===== src/rtl/nco_pkg.sv =====
// nco_pkg: shared definitions for the NCO divisor scheduler.
//   - Default values for the smallest legal divisor and the reset divisor
//     (1 Hz from a 50 MHz system clock).
//   - FSM state encoding used by nco_sched.
// No ports.
package nco_pkg;

    localparam int MIN_DIV_DEF = 4;
    localparam int RST_DIV_DEF = 50_000_000;

    localparam logic [1:0] ST_IDLE      = 2'd0;
    localparam logic [1:0] ST_ARB       = 2'd1;
    localparam logic [1:0] ST_WAIT_EDGE = 2'd2;

endpackage


===== src/rtl/nco_core.sv =====
// nco_core: half-period counter and output toggle of the oscillator.
// Ports:
//   clk     in   system clock
//   rst_n   in   asynchronous active-low reset
//   half    in   W  half-period length in clk cycles (divisor >> 1)
//   clk_out out  divided clock, toggles at the end of every half-period
//   tick    out  one-cycle pulse, registered together with each clk_out toggle
module nco_core #(
    parameter int W = 32
) (
    input  logic         clk,
    input  logic         rst_n,
    input  logic [W-1:0] half,
    output logic         clk_out,
    output logic         tick
);

    logic [W-1:0] cnt_q, cnt_d;
    logic         clk_q, clk_d;
    logic         tick_q, tick_d;
    logic         wrap;

    // cnt >= half-1 written as cnt+1 >= half in W+1 bits so that half==0
    // cannot underflow into a huge terminal count.
    assign wrap = ({1'b0, cnt_q} + {{W{1'b0}}, 1'b1}) >= {1'b0, half};

    always_comb begin
        cnt_d  = wrap ? '0 : cnt_q + 1'b1;
        clk_d  = clk_q ^ wrap;
        tick_d = wrap;
    end

    always_ff @(posedge clk or negedge rst_n) begin
        if (!rst_n) begin
            cnt_q  <= '0;
            clk_q  <= 1'b0;
            tick_q <= 1'b0;
        end else begin
            cnt_q  <= cnt_d;
            clk_q  <= clk_d;
            tick_q <= tick_d;
        end
    end

    assign clk_out = clk_q;
    assign tick    = tick_q;

endmodule


===== src/rtl/nco_sched.sv =====
// nco_sched: numerically controlled oscillator shared by NREQ requesters.
// Requesters ask for a new divisor; a round-robin arbiter grants one request
// at a time, rejects illegal divisors (odd or below MIN_DIV) and applies a
// legal one only at a clk_out toggle so no half-period is cut or stretched.
// Ports:
//   clk         in   system clock
//   rst_n       in   asynchronous active-low reset
//   req         in   NREQ    level divisor-change requests, held until grant
//   req_num     in   NREQ*W  packed divisors, slice i = [i*W +: W]
//   grant       out  NREQ    one-hot one-cycle pulse: request i consumed
//   err         out  pulse with grant when the granted divisor is rejected
//   clk_out     out  divided clock
//   tick        out  one-cycle pulse on every clk_out toggle
//   active_num  out  W       divisor currently in force
//   busy        out  high while an accepted divisor waits for a toggle
module nco_sched
    import nco_pkg::*;
#(
    parameter int NREQ    = 4,
    parameter int W       = 32,
    parameter int MIN_DIV = MIN_DIV_DEF,
    parameter int RST_DIV = RST_DIV_DEF
) (
    input  logic              clk,
    input  logic              rst_n,
    input  logic [NREQ-1:0]   req,
    input  logic [NREQ*W-1:0] req_num,
    output logic [NREQ-1:0]   grant,
    output logic              err,
    output logic              clk_out,
    output logic              tick,
    output logic [W-1:0]      active_num,
    output logic              busy
);

    localparam int PTR_W = (NREQ > 1) ? $clog2(NREQ) : 1;

    logic [1:0]       state_q, state_d;
    logic [PTR_W-1:0] rr_q, rr_d;
    logic [NREQ-1:0]  grant_q, grant_d;
    logic             err_q, err_d;
    logic             busy_q, busy_d;
    logic [W-1:0]     active_q, active_d;
    logic [W-1:0]     pend_q, pend_d;

    logic             win_found;
    logic [PTR_W-1:0] win_idx;
    logic [W-1:0]     win_num;
    logic             core_tick;

    function automatic logic div_bad(input logic [W-1:0] d);
        return (d < W'(MIN_DIV)) || d[0];
    endfunction

    // Round-robin search: first asserted request at or after rr_q, wrapping.
    always_comb begin
        win_found = 1'b0;
        win_idx   = '0;
        for (int k = 0; k < NREQ; k++) begin
            if (!win_found && req[(int'(rr_q) + k) % NREQ]) begin
                win_found = 1'b1;
                win_idx   = PTR_W'((int'(rr_q) + k) % NREQ);
            end
        end
    end

    assign win_num = req_num[int'(win_idx)*W +: W];

    always_comb begin
        state_d  = state_q;
        rr_d     = rr_q;
        grant_d  = '0;
        err_d    = 1'b0;
        busy_d   = busy_q;
        active_d = active_q;
        pend_d   = pend_q;
        case (state_q)
            ST_IDLE: begin
                if (|req) begin
                    state_d = ST_ARB;
                end
            end
            ST_ARB: begin
                // The request may have been withdrawn since IDLE saw it.
                if (win_found) begin
                    grant_d = NREQ'(1) << win_idx;
                    rr_d    = PTR_W'((int'(win_idx) + 1) % NREQ);
                    if (div_bad(win_num)) begin
                        err_d   = 1'b1;
                        state_d = ST_IDLE;
                    end else begin
                        pend_d  = win_num;
                        busy_d  = 1'b1;
                        state_d = ST_WAIT_EDGE;
                    end
                end else begin
                    state_d = ST_IDLE;
                end
            end
            ST_WAIT_EDGE: begin
                // Loading during the tick cycle: the counter has just restarted
                // and only sees the new half from the next cycle on, so the
                // half-period that begins at this toggle uses the new divisor.
                if (core_tick) begin
                    active_d = pend_q;
                    busy_d   = 1'b0;
                    state_d  = ST_IDLE;
                end
            end
            default: begin
                state_d = ST_IDLE;
            end
        endcase
    end

    always_ff @(posedge clk or negedge rst_n) begin
        if (!rst_n) begin
            state_q  <= ST_IDLE;
            rr_q     <= '0;
            grant_q  <= '0;
            err_q    <= 1'b0;
            busy_q   <= 1'b0;
            active_q <= W'(RST_DIV);
        end else begin
            state_q  <= state_d;
            rr_q     <= rr_d;
            grant_q  <= grant_d;
            err_q    <= err_d;
            busy_q   <= busy_d;
            active_q <= active_d;
        end
    end

    // Pending divisor is only meaningful in WAIT_EDGE, so it needs no reset.
    always_ff @(posedge clk) begin
        pend_q <= pend_d;
    end

    nco_core #(
        .W (W)
    ) u_core (
        .clk     (clk),
        .rst_n   (rst_n),
        .half    (active_q >> 1),
        .clk_out (clk_out),
        .tick    (core_tick)
    );

    assign grant      = grant_q;
    assign err        = err_q;
    assign tick       = core_tick;
    assign active_num = active_q;
    assign busy       = busy_q;

endmodule


===== config.mk =====
export PLATFORM = sky130hd
export DESIGN_NAME = nco_sched
export DESIGN_NICKNAME = d
export VERILOG_FILES = /design/src/rtl/nco_pkg.sv /design/src/rtl/nco_core.sv /design/src/rtl/nco_sched.sv
export SDC_FILE = /design/constraint.sdc
export NUM_CORES = 1
export LEC_CHECK = 0
export ABC_AREA = 1
export BUFFER_PORTS_ARGS = -buffer_cell sky130_fd_sc_hd__buf_2
export CAP_MARGIN = 20
export CORE_MARGIN = 2
export CORE_UTILIZATION = 59
export CTS_CLUSTER_DIAMETER = 200
export DETAILED_ROUTE_END_ITERATION = 8
export PLACE_DENSITY = 0.87
export SLEW_MARGIN = 10
export SYNTH_ARGS = -nofsm -noshare
export SYNTH_HDL_FRONTEND = slang
export SYNTH_SLANG_ARGS = --single-unit
export TNS_END_PERCENT = 30

===== constraint.sdc =====
create_clock -name clk -period 6.42 [get_ports clk]
set_input_delay 0.642 -clock clk [delete_from_list [all_inputs] [get_ports clk]]
set_output_delay 0.642 -clock clk [all_outputs]
set_load 0.01 [all_outputs]

## After elaboration in Yosys (flattened, before gate mapping)

Index checks and enable logic that the tools add are counted.

| storage, ports and cells | value |
|---|---|
| register bits after elaboration | 108 |
| input port bits | 134 |
| output and inout bits | 40 |
| word-level logic and storage cells | 87 |

| cells by class | value |
|---|---|
| add/sub/neg operators | 6 |
| magnitude comparators | 6 |
| equal/unequal tests | 6 |
| shifts and indexed selects | 2 |
| muxes and demuxes | 34 |
| bitwise gates (word level) | 5 |
| reduce and logical (&&, ||, !) cells | 18 |

Operators with widths:

| cell | number |
|---|---|
| $shiftx A128 B8 Y32 | 1 |
| $add A32 B1 Y33 const B | 1 |
| $ge A33 B31 Y1 | 1 |
| $add A32 B1 Y32 const B | 1 |
| $lt A32 B3 Y1 const B | 1 |
| $mux W32 | 1 |
| $mux W1 | 17 |
| $mux W2 | 8 |
| $lt A3 B4 Y1 const B | 3 |
| $bmux W1 S2 | 4 |
| $mux W4 | 2 |
| $ne A2 B2 Y1 const B | 3 |
| $pmux W2 S3 | 1 |
| $reduce_and A2 Y1 | 3 |
| $reduce_or A2 Y1 | 3 |
| $add A2 B1 Y2 const B | 2 |
| $add A2 B2 Y2 const B | 2 |
| $reduce_and A4 Y1 | 1 |
| $reduce_or A4 Y1 | 1 |
| $shl A1 B2 Y4 const A | 1 |
| $and A1 B1 Y1 const A | 3 |
| $logic_and A1 B1 Y1 | 3 |
| $logic_not A1 Y1 | 3 |
| $lt A2 B3 Y1 const B | 1 |
| other kinds (10) | 10 |

## Logic depth before layout (Yosys ltp)

Gate-level depths: netlist (run 1).

| logic depth | value |
|---|---|
| depth in word-level cells | 20 |
| depth in mapped cells | 25 |
| mapped depth without buffers | 24 |

## Hierarchy

A second synthesis (run 1) with hierarchy kept.

| second synthesis, totals | value |
|---|---|
| cell total of the unflattened synthesis | 1,032 |
| area total of the unflattened synthesis | 7,309.5 um^2 |

Modules (own cells, without submodules):

| module | instances | cells an instance | area each (um^2) | sequential area each (um^2) |
|---|---|---|---|---|
| nco_sched | 1 | 607 | 4,408.0 | 2,026.9 |
| nco_core | 1 | 425 | 2,901.5 | 850.8 |

## Least setup slack after synthesis (run 1)

OpenSTA, ideal clock, no wires.

| path | value |
|---|---|
| kind | reg-to-reg |
| from | register u_core.cnt_q[0] |
| to | register u_core.cnt_q[13] |
| setup time | 0.086 ns |
| data arrival time | 3.407 ns |
| data required time | 6.334 ns |
| slack | 2.927 ns |
| cell stages (with the launch flop) | 24 |
| path buffers | 1 |
| clock period less this slack | 3.493 ns |
| path through | dfrtp_1 ha_1 nand3_1 nor2_2 nand2_1 inv_2 nand4_1 nor3_2 nand2_1 nor3_2 nand3b_1 nor2_1 inv_2 nor3_2 xor2_1 inv_1 ha_1 nand4_1 nor4b_1 a31o_2 a211oi_1 nand2_2 buf_4 nor3_1 |

| between the ends | value |
|---|---|
| longest elaborated chain between the ends | 3 |
| elaborated cells between the ends (all ways) | 4 |
| those cells by class | add/sub: 2; order compare: 1; mux: 1 |

RTL lines:

| what | RTL line | RTL |
|---|---|---|
| start, declared | nco_core.sv:18 | `logic [W-1:0] cnt_q, cnt_d;` |
| start signal, assigned | nco_core.sv:39 | `cnt_q <= cnt_d;` |
| $add A32 B1 Y33 | nco_core.sv:25 | `assign wrap = ({1'b0, cnt_q} + {{W{1'b0}}, 1'b1}) >= {1'b0, half};` |
| $ge A33 B31 Y1 | nco_core.sv:25 |  |
| $mux W32 * | nco_core.sv:28 | `cnt_d = wrap ? '0 : cnt_q + 1'b1;` |
| net u_core.cnt_d[13] | nco_core.sv:18 |  |

The timed path passes the listed nets; every way through them passes the cells marked *.
A chain may end at the register's enable or synchronous reset.

## Worst setup path after layout (run 1)

| path | value |
|---|---|
| from | register u_core.cnt_q[0] |
| to | register u_core.clk_q (netlist: u_core.clk_out) |

| between the ends | value |
|---|---|
| longest elaborated chain between the ends | 3 |

RTL lines:

| what | RTL line | RTL |
|---|---|---|
| $add A32 B1 Y33 | nco_core.sv:25 |  |
| $ge A33 B31 Y1 | nco_core.sv:25 |  |
| $xor A1 B1 Y1 | nco_core.sv:29 | `clk_d = clk_q ^ wrap;` |
| net u_core.clk_d | nco_core.sv:19 | `logic clk_q, clk_d;` |
| end signal, assigned | nco_core.sv:40 | `clk_q <= clk_d;` |
| end, declared | nco_core.sv:19 |  |

The timed path passes the listed nets, and every way through them passes these cells.

==> results of run 1 <==
[tightest hold or removal path: cells and delay by family (launching register included)]
family / cells / cell delay, ns
simple gates: 1 / 0.05
compound gates: 1 / 0.05
flops: 1 / 0.33
[state kept, by name, indices dropped and copies added, names as in the netlist, 2 cells and up]
name / cells
rr_q: 2
grant: 4
active_num: 32
state_q: 2
u_core.cnt_q: 32
pend_q: 32
[cells in the mapped netlist (2+ instances only)]
| cell type | instances |
|---|---|
| nand2_2 | 4 |
| o21ai_0 | 37 |
| a211oi_1 | 2 |
| inv_2 | 10 |
| nand2_1 | 261 |
| o2111ai_1 | 2 |
| dfrtp_1 | 64 |
| nor2_1 | 66 |
| nand3_1 | 71 |
| or2_2 | 2 |
| nand4_1 | 72 |
| nor2_2 | 2 |
| nor3_1 | 16 |
| nand3_2 | 3 |
| buf_4 | 8 |
| nor3_2 | 6 |
| ha_1 | 36 |
| a21oi_1 | 17 |
| a32oi_1 | 2 |
| buf_2 | 15 |
| edfxtp_1 | 32 |
| dfstp_2 | 12 |
| clkbuf_1 | 12 |
| nor4_1 | 5 |
| inv_1 | 146 |
| xor2_1 | 18 |
| buf_6 | 6 |
[stage by stage]
step	total power [uW]	setup WS [ns]	utilization
2_1_floorplan	2930	2.93	-
3_3_place_gp	3330	1.73	0.685
3_5_place_dp	3380	1.66	0.685
4_1_cts	4030	1.75	0.714
5_1_grt	4450	1.55	0.717
6_report	4090	2.02	0.717
[cell type report]
type	count	area [sq um]
clock buffer	11	275
inverter	157	594
fill	934	3260
sequential	108	2880
tap	143	179
clock inverter	5	67.6
timing repair buffer	180	938
multi-input combinational	634	3320
[path summary, 6_finish.rpt]
kind	start	endpoint	slack, ns	cells past startpoint
min in group asynchronous	rst_n	u_core.cnt_q[4]$_DFF_PN0_	0.48	2
min	pend_q[27]$_DFFE_PP_	active_num[27]$_DFFE_PN0P_	0.46	2
max	u_core.cnt_q[0]$_DFF_PN0_	u_core.clk_out$_DFF_PN0_	2.02	22
max reg2reg	u_core.cnt_q[0]$_DFF_PN0_	u_core.clk_out$_DFF_PN0_	2.02	22
max in group asynchronous	rst_n	active_num[4]$_DFFE_PN0P_	5.27	2
min reg2reg	pend_q[27]$_DFFE_PP_	active_num[27]$_DFFE_PN0P_	0.46	2
[cell families (layout without fill, tap and decap cells)]
family                     Yosys count  after routing  share of synthesized area
DFF                                108            108                      0.409
other                                1              1                   0.000533
buffers and inverters              198            353                      0.120
and+or+nand+nor                    513            513                      0.332
adders and majority gates           36             36                     0.0640
AOI/OAI and AO/OA                   65             65                     0.0510
xor gates and xnor gates            19             19                     0.0236
[layer usage]
| metal | vias to the layer above | track usage | share of wire |
|---|---|---|---|
| met1 | 3170 | 0.381 | 0.40 |
| met4 | 0 | 0.130 | 0.033 |
| met2 | 326 | 0.523 | 0.50 |
| li1 | 3351 | - | - |
| met5 | - | 0 | 0 |
| met3 | 42 | 0.0525 | 0.069 |
[where the power goes]
group	switching (uW)	internal (uW)	total, uW
Combinational	1530	702	2230
Clock	266	356	622
Sequential	130	1100	1230
Total	1930	2160	4090
==> run summary, run 1 <==
The run finished, with violations left. The checks that failed: design-rule violations. TritonCTS built the clock tree. The core region is 0.0115 sq mm.

Counting flops and latches in the post-synthesis netlist gives 108. Number of placed I/O pins: 174. The critical path buffer and inverter count came out at 3.

The kind of cell with the highest combined delay along the critical path is simple AND/OR/NAND/NOR gates. Leaving out filler cells and counting taps, the final layout contains 1238. Clock latency of the later-clocked register in the worst-skew pair: 0.36 ns. Wires add up to 19.2 mm. In this run, CTS created clock tree buffers numbering 9. For this run, the leading register cell type out of synthesis is dfrtp_1. Clock-pin slew of the registers on the worst-case setup and hold paths: 0.08 ns. The first TritonRoute pass finished after 7 iterations. In this run, the number of DRC markers left after iteration 0 of detailed routing was 594. The run gives 0.00788 sq mm as the instance area after placement. The width of the die was 113 microns; the number of hold buffers added after cts was 0.

The count of flip-flops with a built-in enable after synthesis is 32, and the die footprint is 0.0128 sq mm. Total of buffers placed on input and output ports: 173. The library cells used most frequently in the layout, excluding fill and tap cells, are nand2_1 (261), buf_2 (173), inv_1 (146). Number of hold-slack violations in the final timing report: 0. For this run the aggregate overflow at the end of global routing stands at 0.

The longest clock path from root to sink contains 2 buffers. For the count of synthesis-stage warnings from yosys, the log shows 0. The post-synthesis async set-or-reset flop share works out to 0.704.

Among all stages on the critical path, the largest delay is contributed by nand2_2. The headroom to the max-slew limit was 0.356; the net count after synthesis was 1110. The run gives 0 as the number of setup violations in the final report. Setup repair after global routing left no endpoint under its margin. The detail route stage leaves a number of antenna-violating nets equal to 0.

The cell sitting at the root of the clock tree is a clkbuf_16. Endpoint kind of the worst setup timing path: a flip-flop. The floorplan step set the die height to 113 microns.

The DRC violation count after routing was 3; the power density normalized to cell area was 495 mW/mm^2. The part of the cycle the worst path needs was 0.685; the via count of the first global-routing pass was 6518. Post-CTS repair changed the size of 0 cells. Starting density of the core: 0.611. The gate count after technology mapping came out at 940. In this run the number of H-tree levels came out at 3. The number of antenna violations at the first check in global routing is 0, and the final max-slew violation count is 0.

The share of post-route cells with drive strength above 1 is 0.218. Worst path required time: 6.63 ns. Averaged over all synthesized cells, the footprint is 7.49 sq um.

Dividing the detail-routed wire length by the instance count gives 15.5 microns. For the final routed database, the setup TNS stands at 0 ns. Across the VDD grid, the largest voltage drop is 0.455 mV.

After synthesis, the cell types taking the most area are dfrtp_1 (23%), nand2_1 (14%), edfxtp_1 (14%), inv_1 (7.8%), ha_1 (6.4%). The smallest clock period supported by the final layout is computed as 4.40 ns. For this design the static power due to leakage is 0.00441 uW. The final RePlAce weighted congestion is 0.965. The slew at the pin with the worst max-slew slack was 0.966 ns; the via density per instance was 5.56. After the last flow step, the layout net total stands at 1260. The commonest non-fill, non-tap cell in the layout was nand2_1. The routed layout has 6889 vias.

Counting tap cells, the placed design contains a total of 1221 instances. In this run the worst path has a maximum fanout of 33. Clock skew on the completed layout was measured at 0.00758 ns.

The class of the tightest hold or removal check is reg -> reg. The tightest hold path in the finished design has a slack of 0.459 ns. Detailed placement finished with a half-perimeter wire length of 14.5 mm.

Traced cell by cell, the critical path runs through ha_1, nand3_1, nor2_2, nand2_1, inv_2, nand4_1, nor3_2, nand2_1, nor3_2, nand3b_1, nor2_1, inv_2, nor3_2, xor2_1, inv_1, ha_1, nand4_1, nor4b_1, a31o_2, a211oi_1, nand2_2, xor2_1. For the area of the mapped netlist, the log shows 0.00704 sq mm. The count of cell types in the netlist was 40.

Top cell type's share of synthesized area: 0.228. The tools report the row count as 39. The pin count of the biggest net entering global routing was 77; the longest individual stage delay on the worst path was 0.51 ns. The post-CTS setup buffer count is 0, and the total global-route track usage is 0.305. The area of all placed cells without fillers is 0.00825 sq mm, and the clock sink total is 108. The top achievable clock speed is 0.227 GHz.

Compared with the post-synthesis result, the final layout area differs by 17.3%. Worst setup path category: reg -> reg. Data arrives at the worst endpoint at 4.61 ns.

The number of antenna diodes in the final layout is 0. Type of origin of the critical path: a flip-flop. The first global-routing pass estimated 31.0 mm of wire. The tools report the part of the Yosys area used for sequential elements as 0.409.

Most frequent cell on the critical path: nor3_2. The max-capacitance violation count is 0. The post-synthesis cell type with the largest combined area was dfrtp_1.
Power figures use the tool's default switching activity.
==> inputs of run 2 (changes only) <==
--- a/config.mk
+++ b/config.mk
@@ -5,14 +5,14 @@
 export SDC_FILE = /design/constraint.sdc
 export NUM_CORES = 1
 export LEC_CHECK = 0
-export ABC_AREA = 1
+export ABC_AREA = 0
 export BUFFER_PORTS_ARGS = -buffer_cell sky130_fd_sc_hd__buf_2
 export CAP_MARGIN = 20
 export CORE_MARGIN = 2
-export CORE_UTILIZATION = 59
+export CORE_UTILIZATION = 53
 export CTS_CLUSTER_DIAMETER = 200
 export DETAILED_ROUTE_END_ITERATION = 8
-export PLACE_DENSITY = 0.87
+export PLACE_DENSITY = 0.81
 export SLEW_MARGIN = 10
 export SYNTH_ARGS = -nofsm -noshare
 export SYNTH_HDL_FRONTEND = slang
==> constraint.sdc (replaced) <==
create_clock -name clk -period 4.54 [get_ports clk]
set_input_delay 0.454 -clock clk [delete_from_list [all_inputs] [get_ports clk]]
set_output_delay 0.454 -clock clk [all_outputs]
set_load 0.01 [all_outputs]
==> run 2 against run 1 <==
  * The run still ends with design-rule violations left
  * Utilization is 5.8 points lower
  * Highest routed layer is now met5
  * Final area is 8.1% lower
  * Sequential power is 32% higher
  * Via count is 22% lower
  * Die area is 0.19% lower
  * Power is 0.44% lower
  * Cell count is 25% lower
  * Clock power is 29% higher
  * Critical path type unchanged
  * Area after synthesis is 10% lower
  * Clock skew is 0.0022 ns higher
  * Routed wire length is 8.8% lower
==> run summary, run 2 <==
Power comes to 4070 uW. After synthesis, the largest family of logic cells by area is simple AND/OR/NAND/NOR gates. During synthesis, Yosys emitted a total of 0 warnings. At the worst endpoint, the arrival time is 4.03 ns. Setup violations remaining at the end of the flow were counted as 0. Static timing analysis puts the maximum clock frequency at 0.263 GHz. The clock sink total came out at 108.

The number of cells on the worst reg-to-reg path was 15. Buffers added to address setup during post-CTS repair amount to 0. The number of antenna violations at the first check in global routing came out at 1.

For this run, the leading register cell type out of synthesis is dfrtp_1. The tool flagged a number of max-cap violations equal to 0. The post-synthesis sequential element count works out to 108.

From synthesis to final layout, the design area changed by 20.2%. The via count of the first global-routing pass came out at 5601. The floorplan step defined a die boundary enclosing 0.0128 sq mm. The standby leakage power came out at 0.00375 uW. The post-synthesis async set-or-reset flop share was 0.704; the gate count after technology mapping was 618. The run gives 5404 as the via count. The headroom to the max-slew limit was 0.358.

Traced cell by cell, the critical path runs through ha_1, nand4_1, nor2b_1, nand3_1, xnor2_1, ha_1, nand4_1, nor2_1, a221oi_1, o21ai_0, nand2_1, a31oi_1, or4_1, buf_4, xor2_1. In this run the mean area of a mapped cell was 10.2 sq um. The average wire per cell in the routed design is 18.9 microns. Yosys attributes the largest share of cell area to dfrtp_1 (25%), edfxtp_1 (15%), ha_1 (7.1%), a211oi_1 (7.0%), and3_1 (6.4%). In this design, the stage delay of the slowest critical-path cell is 0.50 ns. The mapped netlist covers 0.00631 sq mm.

Share of the synthesized area in compound gates (AO/OA/AOI/OAI): 0.121. The worst setup path is captured at a flip-flop. The post-synthesis simple-gate area fraction works out to 0.201. In the routed design, unresolved DRC markers number 4. The total congestion overflow is 0. In the post-synthesis netlist, the cell with the most instances is and3_1. The origin of the worst setup path was u_core.cnt_q[0]$_DFF_PN0_. Counting instances in the post-synthesis netlist gives the leading cell types as and3_1 (65), dfrtp_1 (64), a211oi_1 (59). The run gives 0 as the final max-slew violation count. The number of nets in the synthesized netlist is 788.

Top cell type's share of synthesized area: 0.254. CTS placed an instance of clkbuf_16 at the clock tree root. The number of different library cells used by synthesis comes to 46. The die height came out at 113 microns. In the layout the commonest cells are buf_2 (172), and3_1 (65), dfrtp_1 (64). The via density per instance is 5.84, and the width of the die is 113 microns.

The post-synthesis cell type with the largest combined area was dfrtp_1. For the starting density of the core, the log shows 0.548. The net count of the finished layout is 948.

The number of hold-slack violations in the final timing report was 0; the instance area after placement was 0.00729 sq mm. The number of buffers added by the clock tree synthesis step came out at 9. Summed over all layers, the routed wires come to 17.5 mm. The tools report the maximum VDD drop as 0.270 mV. At the later pin of the worst-skew pair, clock insertion delay measures 0.35 ns. The floorplan step defined a core boundary enclosing 0.0115 sq mm.

In this run the tool buffered the top-level ports with 173 buffer cells. Row count: 39. The number of antenna cells inserted came out at 0.

The worst setup path is launched from a flip-flop. TritonCTS built the clock tree. The xor-xnor portion of the synthesized cell area works out to 0.0417. Data on the critical path is required at its endpoint by 4.77 ns. The total global-route track usage was 0.279. The antenna violation net count after detailed routing came out at 0.

In the final timing run, aggregate negative setup slack is 0 ns. The shortest period the worst path allows is 3.81 ns. The run gives 7 as the iteration count of the initial detailed-routing pass.

The worst setup path is of the reg -> reg kind. Number of H-tree levels: 3. In this run the power density over the cells is 537 mW/mm^2.

The worst register-to-register path begins at u_core.cnt_q[0]$_DFF_PN0_. The worst-case clock buffer depth came out at 2. The number of hold buffers added after CTS was 0. Detailed placement ended at an HPWL of 13.6 mm. The class of the tightest hold or removal check is in -> async. 174 I/O pins were placed. The clock skew is 0.00982 ns.

Clock-pin slew was measured on the worst setup and hold paths at 0.07 ns. The count of flip-flops with a built-in enable after synthesis works out to 32. Setup repair after global routing left no endpoint under its margin. The wire length of the first global-routing pass came out at 28.0 mm. Gates resized during post-CTS repair numbered 0. The final reports fail on design-rule violations. The slew at the pin with the worst max-slew slack was 0.962 ns; the area of all placed cells without fillers was 0.00758 sq mm. The share of cell area taken by muxes after synthesis was 0.0605. The share of post-route cells with drive strength above 1 was 0.319; the part of the cycle the worst path needs was 0.839. The commonest non-fill, non-tap cell in the layout is buf_2. For the part of the Yosys area used for sequential elements, the log shows 0.456. The first routing iteration left 354 violations. The largest driver fanout on the critical path is 17, and the final RePlAce weighted congestion is 0.910. The largest individual stage delay along the critical path comes from the cell nor2b_1. The adder and majority cell fraction of the synthesized area came out at 0.0714. The flow ran to the end, but the final reports show violations. Entering global routing, the biggest net connects 77 pins.
==> run 2: routing by layer <==
metal / GRT usage / vias to the layer above / part of all wire / routed length [microns]
li1: - / 2552 / - / -
met1: 0.344 / 2610 / 0.41 / 7140
met2: 0.499 / 210 / 0.52 / 9060
met3: 0.0370 / 30 / 0.048 / 844
met4: 0.111 / 2 / 0.027 / 472
met5: 0 / - / 0.00074 / 13
==> run 2: cell type report <==
type                            count  area, sq um
Inverter                           36          135
Clock inverter                      6         68.8
Sequential cell                   108         2880
Timing Repair Buffer              183          943
Fill cell                         923         3930
Multi-Input combinational cell    440         3150
Clock buffer                       10          229
Tap cell                          143          179
==> run 2: cells by family (layout without fill, tap and decap cells) <==
| family | count (synthesis) | in the layout |
|---|---|---|
| AOI/OAI and AO/OA | 109 | 109 |
| xor gates and xnor gates | 30 | 30 |
| adders and majority gates | 36 | 36 |
| buffers and inverters | 70 | 235 |
| DFF | 108 | 108 |
| muxes | 34 | 34 |
| other | 1 | 1 |
| and+or+nand+nor | 230 | 230 |
==> run 2: metrics by stage <==
| step | std cells | utilization | setup WS [ns] | hold slack [ns] |
|---|---|---|---|---|
| final | 926 | 0.659 | 0.732 | 0.231 |
| after global routing | 926 | 0.659 | 0.464 | 0.326 |
| after CTS | 926 | 0.659 | 0.754 | 0.296 |
| after detailed placement | 910 | 0.633 | 0.777 | 0.455 |
| after global placement | 910 | 0.633 | 0.876 | 0.450 |
| after floorplan | 618 | - | 0.549 | 0.158 |
==> run 2: worst paths after layout <==
check                                        endpoint  slack [ns]
max                          u_core.clk_out$_DFF_PN0_        0.73
max reg2reg                  u_core.clk_out$_DFF_PN0_        0.73
min                         u_core.cnt_q[8]$_DFF_PN0_        0.23
min in group clk                 pend_q[29]$_DFFE_PP_        0.44
max in group asynchronous  u_core.cnt_q[16]$_DFF_PN0_        3.66
min reg2reg                  u_core.clk_out$_DFF_PN0_        0.46
==> run 2: worst max-delay path, delay by kind of cell, from the launching register on <==
family	cells	cell delay [ns]
simple gates	7	1.59
xor+xnor	2	0.42
compound gates	3	0.44
flops	1	0.43
buf+inv	1	0.22
fa+ha+maj	2	0.57
==> run 2: where the power goes <==
group	internal, uW	total, uW	switching [uW]
Sequential	1390	1620	228
Combinational	671	1650	975
Clock	434	800	366
Total	2500	4070	1570
==> inputs of run 3 (changes only) <==
--- a/config.mk
+++ b/config.mk
@@ -9,10 +9,10 @@
 export BUFFER_PORTS_ARGS = -buffer_cell sky130_fd_sc_hd__buf_2
 export CAP_MARGIN = 20
 export CORE_MARGIN = 2
-export CORE_UTILIZATION = 53
+export CORE_UTILIZATION = 48
 export CTS_CLUSTER_DIAMETER = 200
 export DETAILED_ROUTE_END_ITERATION = 8
-export PLACE_DENSITY = 0.81
+export PLACE_DENSITY = 0.77
 export SLEW_MARGIN = 10
 export SYNTH_ARGS = -nofsm -noshare
 export SYNTH_HDL_FRONTEND = slang
==> constraint.sdc (replaced) <==
create_clock -name clk -period 3.3 [get_ports clk]
set_input_delay 0.33 -clock clk [delete_from_list [all_inputs] [get_ports clk]]
set_output_delay 0.33 -clock clk [all_outputs]
set_load 0.01 [all_outputs]
==> run 3 against run 2 <==
  * First-iteration DRC count increased by 13%
  * Routed wire length rose by 6.1%
  * Utilization down 0.36 points
  * Global-route usage down 2.9 points
  * The flow finishes with violations (negative setup slack)
==> run summary, run 3 (synthesized netlist as in run 2, its figures left out) <==
The run finished, with violations left. The checks that failed: negative setup slack. The later pin in the worst-skew pair is clocked with a latency of 0.34 ns. Wires add up to 18.6 mm. The sequential cell area is 0.00288 sq mm. The portion of total power attributed to sequential cells was 0.377. The routed layout has 5648 vias.

For the number of hold-slack violations in the final timing report, the log shows 0. The cell that appears most often on the critical path is nand2_1. After clock tree synthesis, the clock-pin slew on the worst setup and hold paths is 0.07 ns. The tools report the via count of the first global-routing pass as 5647. The layout overhead on the synthesized area was 32.1%; the number of buffers added by the clock tree synthesis step was 9. The logs give 1 for the number of antenna violations at the first check in global routing and -0.183 ns for the slack of the critical path. Subtracting the final worst setup slack from the clock period gives 3.48 ns.

In this run the deepest clock path goes through 2 buffers. The die height works out to 119 microns. The iteration count of the initial detailed-routing pass is 5.

The critical path's top delay family was simple AND/OR/NAND/NOR gates. Endpoint kind of the worst setup timing path: a flip-flop. The initial DRC count came out at 399. The headroom to the max-slew limit is 0.361, and the standard cell core area is 0.0127 sq mm. OpenSTA, run right after detailed placement, puts the worst setup slack at -0.212 ns. The detail route stage leaves a number of antenna-violating nets equal to 0.

The width of the die was 119 microns; the area of all placed cells without fillers was 0.00833 sq mm. At the worst endpoint, the required time is 3.56 ns. Setup repair after global routing could not meet its margin everywhere. The die covers 0.0141 sq mm.

VDD sags by at most 0.435 mV. The type of origin of the critical path was a flip-flop. In the final design database the tool counted 1000 nets. Largest driver fanout on the critical path: 8. The standby leakage power came out at 0.00415 uW.

For the detailed placement HPWL, the log shows 13.8 mm. The signal on the critical path passes through and4_4, nand4_1, buf_4, nor2b_4, nand3_2, xnor2_2, ha_1, nand2_1, nor2_1, a221oi_2, o21ai_1, nand2_1, a31oi_1, or4_4, buf_6, nor2b_1. The total global-route track usage is 0.251. The clock tree synthesis step divided the H-tree into 3 levels. Cell internal power was estimated by the tool at 3720 uW. The tools report the clock network fraction of total power as 0.196.

TritonCTS built the clock tree. The root buffer cell chosen for the clock tree is clkbuf_16. Based on the critical path, the design can be clocked at up to 0.287 GHz.

In this run the tool buffered the top-level ports with 173 buffer cells. For this run, design rule violations remaining after detail routing come to 0. The repair_antennas step left the layout with diodes totalling 0. The fill cell instance count of the final layout was 982; the share of post-route cells with drive strength above 1 was 0.405. The total congestion overflow was 0; the critical path buffer and inverter count was 2. Between clock sinks in the finished design, the worst skew comes to 0.00768 ns.

The logs give 0.427 for the share of power burned in combinational logic and 41 for the row count. The slowest stage of the critical path is the or4_4 cell. Dividing the detail-routed wire length by the instance count gives 18.5 microns. The logs give 0.00763 sq mm for the instance area after placement and 0.655 for the core occupancy in the finished layout. The critical path is of the reg -> reg type. The first global-routing pass estimated 28.1 mm of wire. The logs give 0 for the final max-slew violation count and 0 for the max-capacitance violation count. Leaving out fill and tap cells, the most frequent cells in the layout are buf_2 (172), dfrtp_1 (64), and3_1 (61).

The class of the tightest hold or removal check was in -> async. For this run, the slowest stage of the critical path takes 0.53 ns. After the flow finishes, the layout carries non-filler instances totaling 1007. Setup violations remaining at the end of the flow were counted as 33. The switching power was 2200 uW; the power density normalized to cell area was 711 mW/mm^2. The number of placed cells counting well taps was 973. The tools report the clock sink total as 108. The run gives 0.00335 sq mm as the area taken by multi-input logic gates.

In the routed layout, each cell is associated on average with a via count of 5.61. The part of the cycle the worst path needs is 1.06, and the number of hold buffers added after cts is 0. The switching share of power was 0.372. Routability-driven placement finished with a final weighted congestion of 0.897. Commonest non-fill, non-tap cell in the layout: buf_2.

The starting density of the core was 0.496. STA puts the critical path data arrival time at 3.74 ns. Entering global routing, the biggest net connects 77 pins. For the setup TNS after final layout, the log shows -3.86 ns. Pin placement for this block handled 174 I/O pins. The slew at the pin with the worst max-slew slack is 0.958 ns.
-- run 3: changes by cell type in the layout (fill, tap and decap cells not counted), sizes merged --
cell and delta:
buf +50, clkbuf +5, clkinvlp -1, inv -3
nor2 +1
-- run 3: final cells by class --
cell class	instances	area share
Clock inverter	2	0.00465
Multi-Input combinational cell	441	0.403
Inverter	36	0.0162
Sequential cell	108	0.345
Tap cell	172	0.0258
Timing Repair Buffer	234	0.170
Clock buffer	14	0.0353
-- run 3: metrics by stage --
step                      hold WS (ns)  total power [uW]
after floorplan                 0.0344              3610
final                            0.120              5920
after CTS                        0.179              5830
after global routing             0.232              6260
after detailed placement         0.464              4660
after global placement           0.462              4560
-- run 3: layer usage --
metal	global-route usage	vias up	part of all wire
met5	0	-	0
met4	0.0915	0	0.033
met3	0.0319	42	0.045
met2	0.447	236	0.52
met1	0.310	2707	0.40
li1	-	2663	-
-- run 3: timing repair --
action / in CTS / in global routing
cloned: 0 / 2
buffers inserted: 2 / 14
resized for setup: 14 / 35
endpoints found under the setup margin: 33 / 65
pin swaps: 5 / 22
-- run 3: worst paths after layout --
| kind | startpoint | end | slack, ns | cells after the start |
|---|---|---|---|---|
| setup / recovery | u_core.cnt_q[2]$_DFF_PN0_ | u_core.cnt_q[21]$_DFF_PN0_ | -0.18 | 16 |
| hold / removal | rst_n | u_core.cnt_q[24]$_DFF_PN0_ | 0.12 | 1 |
| setup reg to reg | u_core.cnt_q[2]$_DFF_PN0_ | u_core.cnt_q[21]$_DFF_PN0_ | -0.18 | 16 |
| hold reg to reg | u_core.clk_out$_DFF_PN0_ | u_core.clk_out$_DFF_PN0_ | 0.47 | 1 |
| max in group asynchronous | rst_n | active_num[28]$_DFFE_PN0P_ | 2.55 | 1 |
| min in group clk | req_num[55] | pend_q[23]$_DFFE_PP_ | 0.33 | 3 |
-- run 3: power groups by stage --
| stage | logic [uW] | registers, uW | clock network (uW) |
|---|---|---|---|
| 2_1_floorplan | 1380 | 2230 | 0 |
| 3_3_place_gp | 2330 | 2240 | 0 |
| 3_5_place_dp | 2410 | 2250 | 0 |
| 4_1_cts | 2430 | 2230 | 1170 |
| 5_1_grt | 2770 | 2260 | 1220 |
| 6_report | 2530 | 2230 | 1160 |
